## src/rtl/eyeriss_cfg_pkg.sv

```systemverilog
// rtl/eyeriss_cfg_pkg.sv - shared Eyeriss config word map, loader states and width helper
package eyeriss_cfg_pkg;

  localparam int NUM_CFG_WORDS = 31;

  localparam int CFG_HW                = 0;
  localparam int CFG_U                 = 1;
  localparam int CFG_PAD               = 2;
  localparam int CFG_M                 = 3;
  localparam int CFG_N                 = 4;
  localparam int CFG_E                 = 5;
  localparam int CFG_P                 = 6;
  localparam int CFG_Q                 = 7;
  localparam int CFG_R                 = 8;
  localparam int CFG_S                 = 9;
  localparam int CFG_T                 = 10;
  localparam int CFG_IFMAP_ROW_ID      = 11;
  localparam int CFG_WGHT_ROW_ID       = 12;
  localparam int CFG_PSUM_ROW_ID       = 13;
  localparam int CFG_IFMAP_COL_ID      = 14;
  localparam int CFG_IFMAP_COL_ID_LAST = 20;
  localparam int CFG_WGHT_COL_ID       = 21;
  localparam int CFG_WGHT_COL_ID_LAST  = 25;
  localparam int CFG_PSUM_COL_ID       = 26;
  localparam int CFG_PSUM_COL_ID_LAST  = 30;

  typedef enum logic [1:0] {
    ST_LOAD   = 2'd0,
    ST_LOADED = 2'd1,
    ST_RUN    = 2'd2
  } cfg_state_t;

  // Bits needed to hold value; never less than one so a counter always exists.
  function automatic int clogb2(input int value);
    int w;
    w = 1;
    for (int i = 0; i < 31; i++) begin
      if ((value >> i) != 0) w = i + 1;
    end
    return w;
  endfunction

endpackage

```

## src/rtl/cfg_scan_loader.sv

```systemverilog
// rtl/cfg_scan_loader.sv - streams layer config words into a register file and gates core start
module cfg_scan_loader
  import eyeriss_cfg_pkg::*;
#(
  parameter int DATA_BITWIDTH = 32,
  parameter int NUM_WORDS     = NUM_CFG_WORDS
) (
  input  logic                               i_clk,
  input  logic                               i_rst,
  input  logic [DATA_BITWIDTH-1:0]           i_cfg_data,
  input  logic                               i_cfg_valid,
  output logic                               o_cfg_ready,
  input  logic                               i_cfg_clear,
  input  logic                               i_host_start,
  output logic                               o_core_start,
  input  logic                               i_core_done,
  output logic                               o_cfg_loaded,
  output logic                               o_busy,
  output logic                               o_start_rejected,
  output logic [NUM_WORDS*DATA_BITWIDTH-1:0] o_config_flat
);

  localparam int              CNT_W    = clogb2(NUM_WORDS - 1);
  localparam logic [CNT_W-1:0] LAST_IDX = CNT_W'(NUM_WORDS - 1);

  cfg_state_t               state, state_nxt;
  logic [CNT_W-1:0]         cnt;
  logic [DATA_BITWIDTH-1:0] words [NUM_WORDS];
  logic                     done_q;
  logic                     core_start_q;
  logic                     start_rej_q;

  logic in_load, in_loaded, in_run;
  logic clear_en, accept, start_ok, done_rise;

  assign in_load   = (state == ST_LOAD);
  assign in_loaded = (state == ST_LOADED);
  assign in_run    = (state == ST_RUN);

  // Config is frozen while the core runs, so clear only acts outside RUN.
  assign clear_en  = i_cfg_clear && !in_run;
  assign accept    = in_load && i_cfg_valid && !clear_en;
  assign start_ok  = in_loaded && i_host_start && !clear_en;
  assign done_rise = i_core_done && !done_q;

  always_ff @(posedge i_clk or negedge i_rst) begin
    if (!i_rst) state <= ST_LOAD;
    else        state <= state_nxt;
  end

  always_comb begin
    state_nxt = state;
    case (state)
      ST_LOAD: begin
        if (clear_en)                        state_nxt = ST_LOAD;
        else if (accept && cnt == LAST_IDX)  state_nxt = ST_LOADED;
      end
      ST_LOADED: begin
        if (clear_en)          state_nxt = ST_LOAD;
        else if (i_host_start) state_nxt = ST_RUN;
      end
      ST_RUN: begin
        if (done_rise) state_nxt = ST_LOADED;
      end
      default: state_nxt = ST_LOAD;
    endcase
  end

  always_ff @(posedge i_clk or negedge i_rst) begin
    if (!i_rst) begin
      cnt          <= '0;
      done_q       <= 1'b0;
      core_start_q <= 1'b0;
      start_rej_q  <= 1'b0;
    end else begin
      done_q       <= i_core_done;
      core_start_q <= start_ok;
      start_rej_q  <= i_host_start && !start_ok;
      if (clear_en)
        cnt <= '0;
      else if (accept)
        cnt <= (cnt == LAST_IDX) ? '0 : cnt + 1'b1;
    end
  end

  always_ff @(posedge i_clk or negedge i_rst) begin
    if (!i_rst) begin
      for (int k = 0; k < NUM_WORDS; k++) words[k] <= '0;
    end else begin
      for (int k = 0; k < NUM_WORDS; k++) begin
        if (clear_en)
          words[k] <= '0;
        else if (accept && cnt == CNT_W'(k))
          words[k] <= i_cfg_data;
      end
    end
  end

  always_comb begin
    o_config_flat = '0;
    for (int k = 0; k < NUM_WORDS; k++)
      o_config_flat[k*DATA_BITWIDTH +: DATA_BITWIDTH] = words[k];
  end

  assign o_cfg_ready      = in_load;
  assign o_cfg_loaded     = !in_load;
  assign o_busy           = in_run;
  assign o_core_start     = core_start_q;
  assign o_start_rejected = start_rej_q;

endmodule

```

## config.mk

```make
export PLATFORM = sky130hd
export DESIGN_NAME = cfg_scan_loader
export DESIGN_NICKNAME = d
export VERILOG_FILES = /design/src/rtl/eyeriss_cfg_pkg.sv /design/src/rtl/cfg_scan_loader.sv
export SDC_FILE = /design/constraint.sdc
export NUM_CORES = 1
export LEC_CHECK = 0
export ABC_AREA = 1
export BUFFER_PORTS_ARGS = -buffer_cell sky130_fd_sc_hd__buf_4
export CAP_MARGIN = 20
export CORE_AREA = 2 2 403 405
export DETAILED_ROUTE_END_ITERATION = 8
export DIE_AREA = 0 0 405 407
export GPL_TIMING_DRIVEN = 0
export PLACE_DENSITY = 0.56
export SLEW_MARGIN = 10
export SYNTH_ARGS = -nofsm -noshare
export SYNTH_HDL_FRONTEND = slang
export SYNTH_SLANG_ARGS = --single-unit
```

## constraint.sdc

```tcl
create_clock -name i_clk -period 1.5 [get_ports i_clk]
set_input_delay 0 -clock i_clk [delete_from_list [all_inputs] [get_ports i_clk]]
set_output_delay 0 -clock i_clk [all_outputs]
set_load 0.005 [all_outputs]
```

==> Flow_metrics.wiki, run 1 <==
{| class="wikitable"
! Metric !! Value
|-
| Run status || finished with violations
|-
| Failing checks || hold timing, setup timing
|-
| Post-route cell area || 60900 µm²
|-
| Top Family by Delay on Critical Path || simple AND/OR/NAND/NOR gates
|-
| Most frequent cells in the layout || nand2_1, buf_4, dfrtp_1, nand3_1, clkbuf_16
|-
| Total of buffers placed on input and output ports || 1034
|-
| Gr ovfl total || 0
|-
| Number of buffers and inverters on the critical path || 3
|-
| Clk Latency, worst-skew pair || 0.74 ns
|-
| Clock tree from TritonCTS || built
|-
| Final worst path period need || 1.995 ns
|-
| Unrepaired setup endpoints after global routing || true
|-
| Total of endpoints with negative setup slack in the final report || 1201
|-
| Cells along the critical path || buf_6 -> nor2_4 -> nand2_4 -> nor2_4 -> clkbuf_16 -> nand2_4 -> buf_4 -> nand3_1 -> o21ai_1
|-
| Dominant cell type by area after synthesis || dfrtp_1
|-
| Number of synthesized flops with an enable pin || 0
|-
| Delay contributed by the slowest stage of the critical path || 0.39 ns
|-
| Yosys cell types || 27
|-
| Crit path kind || reg2reg
|-
| Worst path slowest cell || dfrtp_1
|-
| Core Footprint || 160200 µm²
|-
| Max clock buf depth || 3
|-
| First-pass GRT wire length || 300600 µm
|-
| Mapped cell area || 40020 µm²
|-
| Measured slew at the worst slew-check pin || 0.9270 ns
|-
| Fraction of post-synthesis cell area in the top cell type by area || 0.6265
|-
| Master cell of the clock root buffer || clkbuf_16
|-
| Post-Layout Cell Count || 8042
|-
| Nature of the critical path endpoint || flop
|-
| Die area || 164800 µm²
|-
| Layout overhead on the synthesized area || 52.15%
|-
| Number of DRC markers after the initial detailed-route iteration || 3832
|-
| Smallest hold slack || -0.7548 ns
|-
| Max FO, Critical Path || 10
|-
| Hold-fix buffers at CTS || 38
|-
| Area occupied by multi-input gates || 13740 µm²
|-
| Via total after detailed routing || 39.21k
|-
| Routability Congestion || 0.8836
|-
| Fin crit share || 1.330
|-
| Maximum clock frequency || 501.2 MHz
|-
| Share of power burned in the clock network || 0.416
|-
| Sinks on Clock Net || 1002
|-
| Number of antenna violations at the first check in global routing || 11
|-
| First-pass DRT Iterations || 6
|-
| Number of storage elements in the synthesis netlist || 1002
|-
| Async set-or-reset flop fraction in the synthesized netlist || 1.000
|-
| Arrival time at the worst endpoint || 2.56 ns
|-
| Number of cells in the design after placement || 7621
|-
| Nets || 5825
|-
| Top cells by area, synth || dfrtp_1, nand2_1, nand3_1
|-
| Max-slew violation count || 0
|-
| Hold crit path type || in2async
|-
| Most frequent standard cell in the layout excluding fill and tap cells || nand2_1
|-
| Global-route usage over all layers || 0.2613
|-
| DRC Markers || 0
|-
| Remaining max-slew budget at the tightest pin || 0.3820
|-
| Final wirelength || 225200 µm
|-
| Combinational group share of total power || 0.188
|-
| Synthesized netlist net count || 4461
|-
| Critical Path Source Type || flop
|-
| Wire length per cell after detailed routing || 28.01 µm
|-
| Share of total power in sequential cells || 0.396
|-
| Reported max-cap violation count || 0
|-
| Ratio of cells with drive above 1 in the final layout || 0.3327
|-
| Placed Area || 50900 µm²
|-
| Pin count of the biggest net entering global routing || 143
|-
| Worst Reg2Reg Path Length in Cells || 9
|-
| Syn Area/Cell || 9.059 µm²
|-
| VDD IR max || 1010 µV
|-
| Ports placed on the boundary || 1035
|-
| Core Rows || 147
|-
| WP depth || 9
|-
| Aggregate negative setup slack || -406.29 ns
|-
| TritonCTS buffer count || 114
|-
| Cell-internal power || 49.31 mW
|-
| Predominant post-synthesis flop cell || dfrtp_1
|-
| Power spent charging and discharging nets || 21.95 mW
|-
| Count of H-tree levels built during CTS || 3
|-
| Width of the die || 405 µm
|-
| Chip Height || 407 µm
|-
| Share of the core filled with cells || 0.3801
|-
| Switching share of power || 0.3080
|-
| Number of fill cells in the layout || 16.00k
|-
| Starting Density || 0.2498
|-
| Register cell area after layout || 25080 µm²
|-
| Syn. warnings || 0
|-
| Clk_skew || 0.06016 ns
|-
| Static leakage || 33.11 nW
|-
| Cells after synthesis || 4418
|-
| Per-cell via count in the routed design || 4.876
|-
| DRT antenna net count || 0
|-
| Required time worst endpoint || 2.06 ns
|-
| Post-DP HPWL || 163800 µm
|-
| P per Cell Area || 1170 nW/µm²
|-
| Final number of hold-violating endpoints || 315
|-
| Sequential area share after synthesis || 0.6265
|-
| Number of global-route vias before repair || 37.04k
|-
| Clock transition at the register clock pins on the worst setup and hold paths after CTS || 0.06 ns
|-
| Fin worst setup slack || -0.4950 ns
|}
kinds of logic (layout without fill, tap and decap cells):
| group | Yosys count | count (layout) | share of synthesized area |
|---|---|---|---|
| buf+inv | 462 | 1920 | 0.05299 |
| fa+ha+maj | 5 | 5 | 0.001563 |
| flops | 1002 | 1002 | 0.6265 |
| other cells | 0 | 3 | 0 |
| xor+xnor | 1 | 1 | 0.0002189 |
| compound gates | 167 | 167 | 0.02094 |
| simple gates | 2781 | 2784 | 0.2978 |
cell type report:
class,instances,share of cell area
diodes,3,0.0001233
multi-input cells,2957,0.2256
plain buffers,381,0.06986
well taps,2160,0.04438
repair buffers,1248,0.1746
clock inverters,46,0.009759
clock buffers,167,0.05521
flip-flops and latches,1002,0.4118
inverters,78,0.008691
worst register-to-register path: cells and delay by family, from the launching register on:
| kind | cells | cell delay (ns) |
|---|---|---|
| compound gates | 1 | 0.08 |
| buf+inv | 3 | 0.61 |
| simple gates | 5 | 0.74 |
| flops | 1 | 0.39 |
cell usage after synthesis, types with 17 or more instances:
cell type,count
o21ai_1,20
inv_1,58
dfrtp_1,1002
nor2_1,27
nand3_1,1006
nand2_1,1702
buf_1,53
o21ai_0,143
nand3_2,17
buf_2,255
inv_2,20
clkbuf_1,63
metal layers:
metal	GRT usage	vias to the layer above	wire, µm
li1	-	17049	-
met2	0.4138	1988	102700
met4	0.1417	4	14640
met3	0.06607	502	19650
met5	0	-	14
met1	0.3266	19671	88260
worst paths after layout:
kind | startpoint | end | slack (ns)
min in group i_clk | i_core_done | done_q | 0.07
worst max-delay path | state[0] | o_config_flat[207] | -0.50
worst max register to register | state[0] | o_config_flat[207] | -0.50
worst min register to register | o_config_flat[422] | o_config_flat[422] | 0.50
max in group asynchronous | i_rst | o_config_flat[653] | -0.10
worst min-delay path | i_rst | o_config_flat[744] | -0.75
power groups by stage:
| stage | clock network [mW] | logic [mW] | registers (mW) |
|---|---|---|---|
| 4_1_cts | 30.1 | 12.7 | 28.2 |
| 3_3_place_gp | 0 | 9.89 | 28.7 |
| 3_5_place_dp | 0 | 10.0 | 28.7 |
| 6_report | 29.6 | 13.4 | 28.2 |
| 5_1_grt | 31.1 | 14.0 | 28.2 |
| 2_1_floorplan | 0 | 3.61 | 28.6 |
per-stage QoR:
step           setup slack [ns]  power [mW]
4_1_cts                 -0.5102       71.00
5_1_grt                 -0.5449       73.35
6_report                -0.4950       71.26
3_5_place_dp             -1.884       38.69
2_1_floorplan          -0.03583       32.26
3_3_place_gp             -12.13       38.56
repair_timing:
action / CTS / global route
cloned: 16 / 20
setup buffers: 115 / 20
pin swaps: 41 / 35
gates resized for setup: 745 / 316
setup endpoints to repair: 1039 / 1276
hold endpoints to repair: 789 / 315
flip-flops by register name, indices dropped and copies added (netlist names):
register	flops
done_q	1
o_start_rejected	1
o_config_flat	992
state	2
cnt	5
o_core_start	1
Note: power is estimated with default switching activity, not from simulation.
==> run 2: changes to the inputs <==
--- a/config.mk
+++ b/config.mk
@@ -13,6 +13,7 @@
 export DIE_AREA = 0 0 405 407
 export GPL_TIMING_DRIVEN = 0
 export PLACE_DENSITY = 0.56
+export SETUP_SLACK_MARGIN = 0.02
 export SLEW_MARGIN = 10
 export SYNTH_ARGS = -nofsm -noshare
 export SYNTH_HDL_FRONTEND = slang
==> Flow_metrics.wiki, run 2 (same netlist as run 1, synthesis figures left out) <==
{| class="wikitable"
! Metric !! Value
|-
| Run status || finished with violations
|-
| Failing checks || hold timing, setup timing
|-
| Clock transition at the register clock pins on the worst setup and hold paths after CTS || 0.06 ns
|-
| Crit path kind || reg2reg
|-
| Core Rows || 147
|-
| Power spent charging and discharging nets || 22.31 mW
|-
| Pin count of the biggest net entering global routing || 166
|-
| VDD IR max || 970.9 µV
|-
| Cell-internal power || 49.70 mW
|-
| Die area || 164800 µm²
|-
| Number of antenna violations at the first check in global routing || 13
|-
| First-pass DRT Iterations || 5
|-
| Combinational group share of total power || 0.197
|-
| Smallest hold slack || -0.8534 ns
|-
| Hold-fix buffers at CTS || 39
|-
| Ratio of cells with drive above 1 in the final layout || 0.3483
|-
| Nets || 5846
|-
| P per Cell Area || 1167 nW/µm²
|-
| Final worst path period need || 1.969 ns
|-
| Measured slew at the worst slew-check pin || 0.9454 ns
|-
| Fin crit share || 1.312
|-
| Number of fill cells in the layout || 16.04k
|-
| Most frequent standard cell in the layout excluding fill and tap cells || nand2_1
|-
| Unrepaired setup endpoints after global routing || true
|-
| Core Footprint || 160200 µm²
|-
| Hold crit path type || in2async
|-
| Ports placed on the boundary || 1035
|-
| Most frequent cells in the layout || nand2_1, buf_4, dfrtp_1, nand3_1, o21ai_0
|-
| Post-route cell area || 61690 µm²
|-
| Clk Latency, worst-skew pair || 0.76 ns
|-
| Reported max-cap violation count || 0
|-
| Wire length per cell after detailed routing || 28.29 µm
|-
| Clock tree from TritonCTS || built
|-
| DRC Markers || 0
|-
| Post-Place Setup Slack || -2.137 ns
|-
| Power after layout || 72.01 mW
|-
| Starting Density || 0.2498
|-
| Number of DRC markers after the initial detailed-route iteration || 3841
|-
| Share of total power in sequential cells || 0.392
|-
| Area occupied by multi-input gates || 14060 µm²
|-
| Master cell of the clock root buffer || clkbuf_16
|-
| Critical Path Source Type || flop
|-
| Chip Height || 407 µm
|-
| Share of power burned in the clock network || 0.410
|-
| Layout overhead on the synthesized area || 54.13%
|-
| Max clock buf depth || 3
|-
| Arrival time at the worst endpoint || 2.65 ns
|-
| Routability Congestion || 0.8849
|-
| Required time worst endpoint || 2.18 ns
|-
| Max FO, Critical Path || 10
|-
| DRT antenna net count || 0
|-
| Max reg flops || 992
|-
| Post-DP HPWL || 162000 µm
|-
| Share of the core filled with cells || 0.3851
|-
| Remaining max-slew budget at the tightest pin || 0.3698
|-
| Total of buffers placed on input and output ports || 1034
|-
| Register cell area after layout || 25070 µm²
|-
| Static leakage || 33.56 nW
|-
| Via total after detailed routing || 39.47k
|-
| Width of the die || 405 µm
|-
| Per-cell via count in the routed design || 4.896
|-
| Total of endpoints with negative setup slack in the final report || 1075
|-
| First-pass GRT wire length || 304000 µm
|-
| Placed Area || 50930 µm²
|-
| Clk_skew || 0.05679 ns
|-
| Final wirelength || 228100 µm
|-
| Nature of the critical path endpoint || flop
|-
| Maximum clock frequency || 508.0 MHz
|-
| Number of global-route vias before repair || 37.66k
|-
| Global-route usage over all layers || 0.2642
|-
| Switching share of power || 0.3098
|-
| Fin worst setup slack || -0.4687 ns
|-
| Final number of hold-violating endpoints || 313
|-
| Sinks on Clock Net || 1002
|-
| Max-slew violation count || 0
|-
| Gr ovfl total || 0
|-
| Count of H-tree levels built during CTS || 3
|-
| TritonCTS buffer count || 113
|}
==> run 2: changes by cell type in the layout (fill, tap and decap cells not counted), sizes merged <==
cell	change
bufinv	+2
buf	+26
nand2	-2
clkinv	+5
clkbuf	-12
dlygate4sd3	+2
nor2	-1
bufbuf	+1
inv	-5
diode	+4
==> run 2: repair_timing <==
action / CTS / global route
setup buffers: 127 / 22
pin swaps: 97 / 80
endpoints found under the setup margin: 1118 / 1118
gates resized for setup: 873 / 356
cloned: 23 / 22
hold endpoints to repair: 941 / 324
==> run 2: path summary, 6_finish.rpt <==
path                       depth (start not counted)                 end  slack (ns)          startpoint
setup reg to reg                                  10  o_config_flat[462]       -0.47            state[0]
setup / recovery                                  10  o_config_flat[462]       -0.47            state[0]
min in group i_clk                                 5            state[0]       -0.28         i_cfg_clear
max in group asynchronous                          5  o_config_flat[197]       -0.10               i_rst
hold / removal                                     1  o_config_flat[522]       -0.85               i_rst
hold reg to reg                                    2  o_config_flat[324]        0.50  o_config_flat[324]
==> run 2: metal layers <==
| metal | up-vias | GRT usage | wire length (µm) |
|---|---|---|---|
| met2 | 1889 | 0.4277 | 107300 |
| met1 | 20022 | 0.3276 | 89810 |
| li1 | 17093 | - | - |
| met3 | 468 | 0.06348 | 18430 |
| met5 | - | 0 | 13 |
| met4 | 2 | 0.1354 | 12600 |
==> run 2: area by class of cell <==
type,instances,area share
sequential,1002,0.4064
clock buffer,159,0.05237
buffer,381,0.06922
tap,2160,0.04381
timing repair buffer,1273,0.1811
antenna,7,0.0002839
clock inverter,48,0.01063
inverter,78,0.008194
multi-input combinational,2954,0.2280
==> run 2: worst max-delay path, cell delays in order, from the launching register on <==
cell,delay [ns]
dfrtp_1,0.42
inv_1,0.09
nand2_2,0.10
nand2_8,0.13
buf_12,0.23
nand2_4,0.18
clkinvlp_4,0.13
buf_8,0.20
buf_12,0.20
nand2_1,0.08
nand2_1,0.07
==> run 2: through the flow <==
step | setup TNS, ns | std cells
after floorplan | -2.748 | 4418
after detailed placement | -1727.27 | 7622
after global placement | - | 7612
final | -354.59 | 8062
after CTS | -405.30 | 8016
after global routing | -449.24 | 8059
==> run 2: power groups by stage <==
stage	clock network [mW]	registers [mW]	logic [mW]
2_1_floorplan	0	28.6	3.63
3_3_place_gp	0	28.7	9.83
3_5_place_dp	0	28.7	9.97
4_1_cts	29.9	28.2	13.4
5_1_grt	31.0	28.3	14.8
6_report	29.5	28.2	14.2
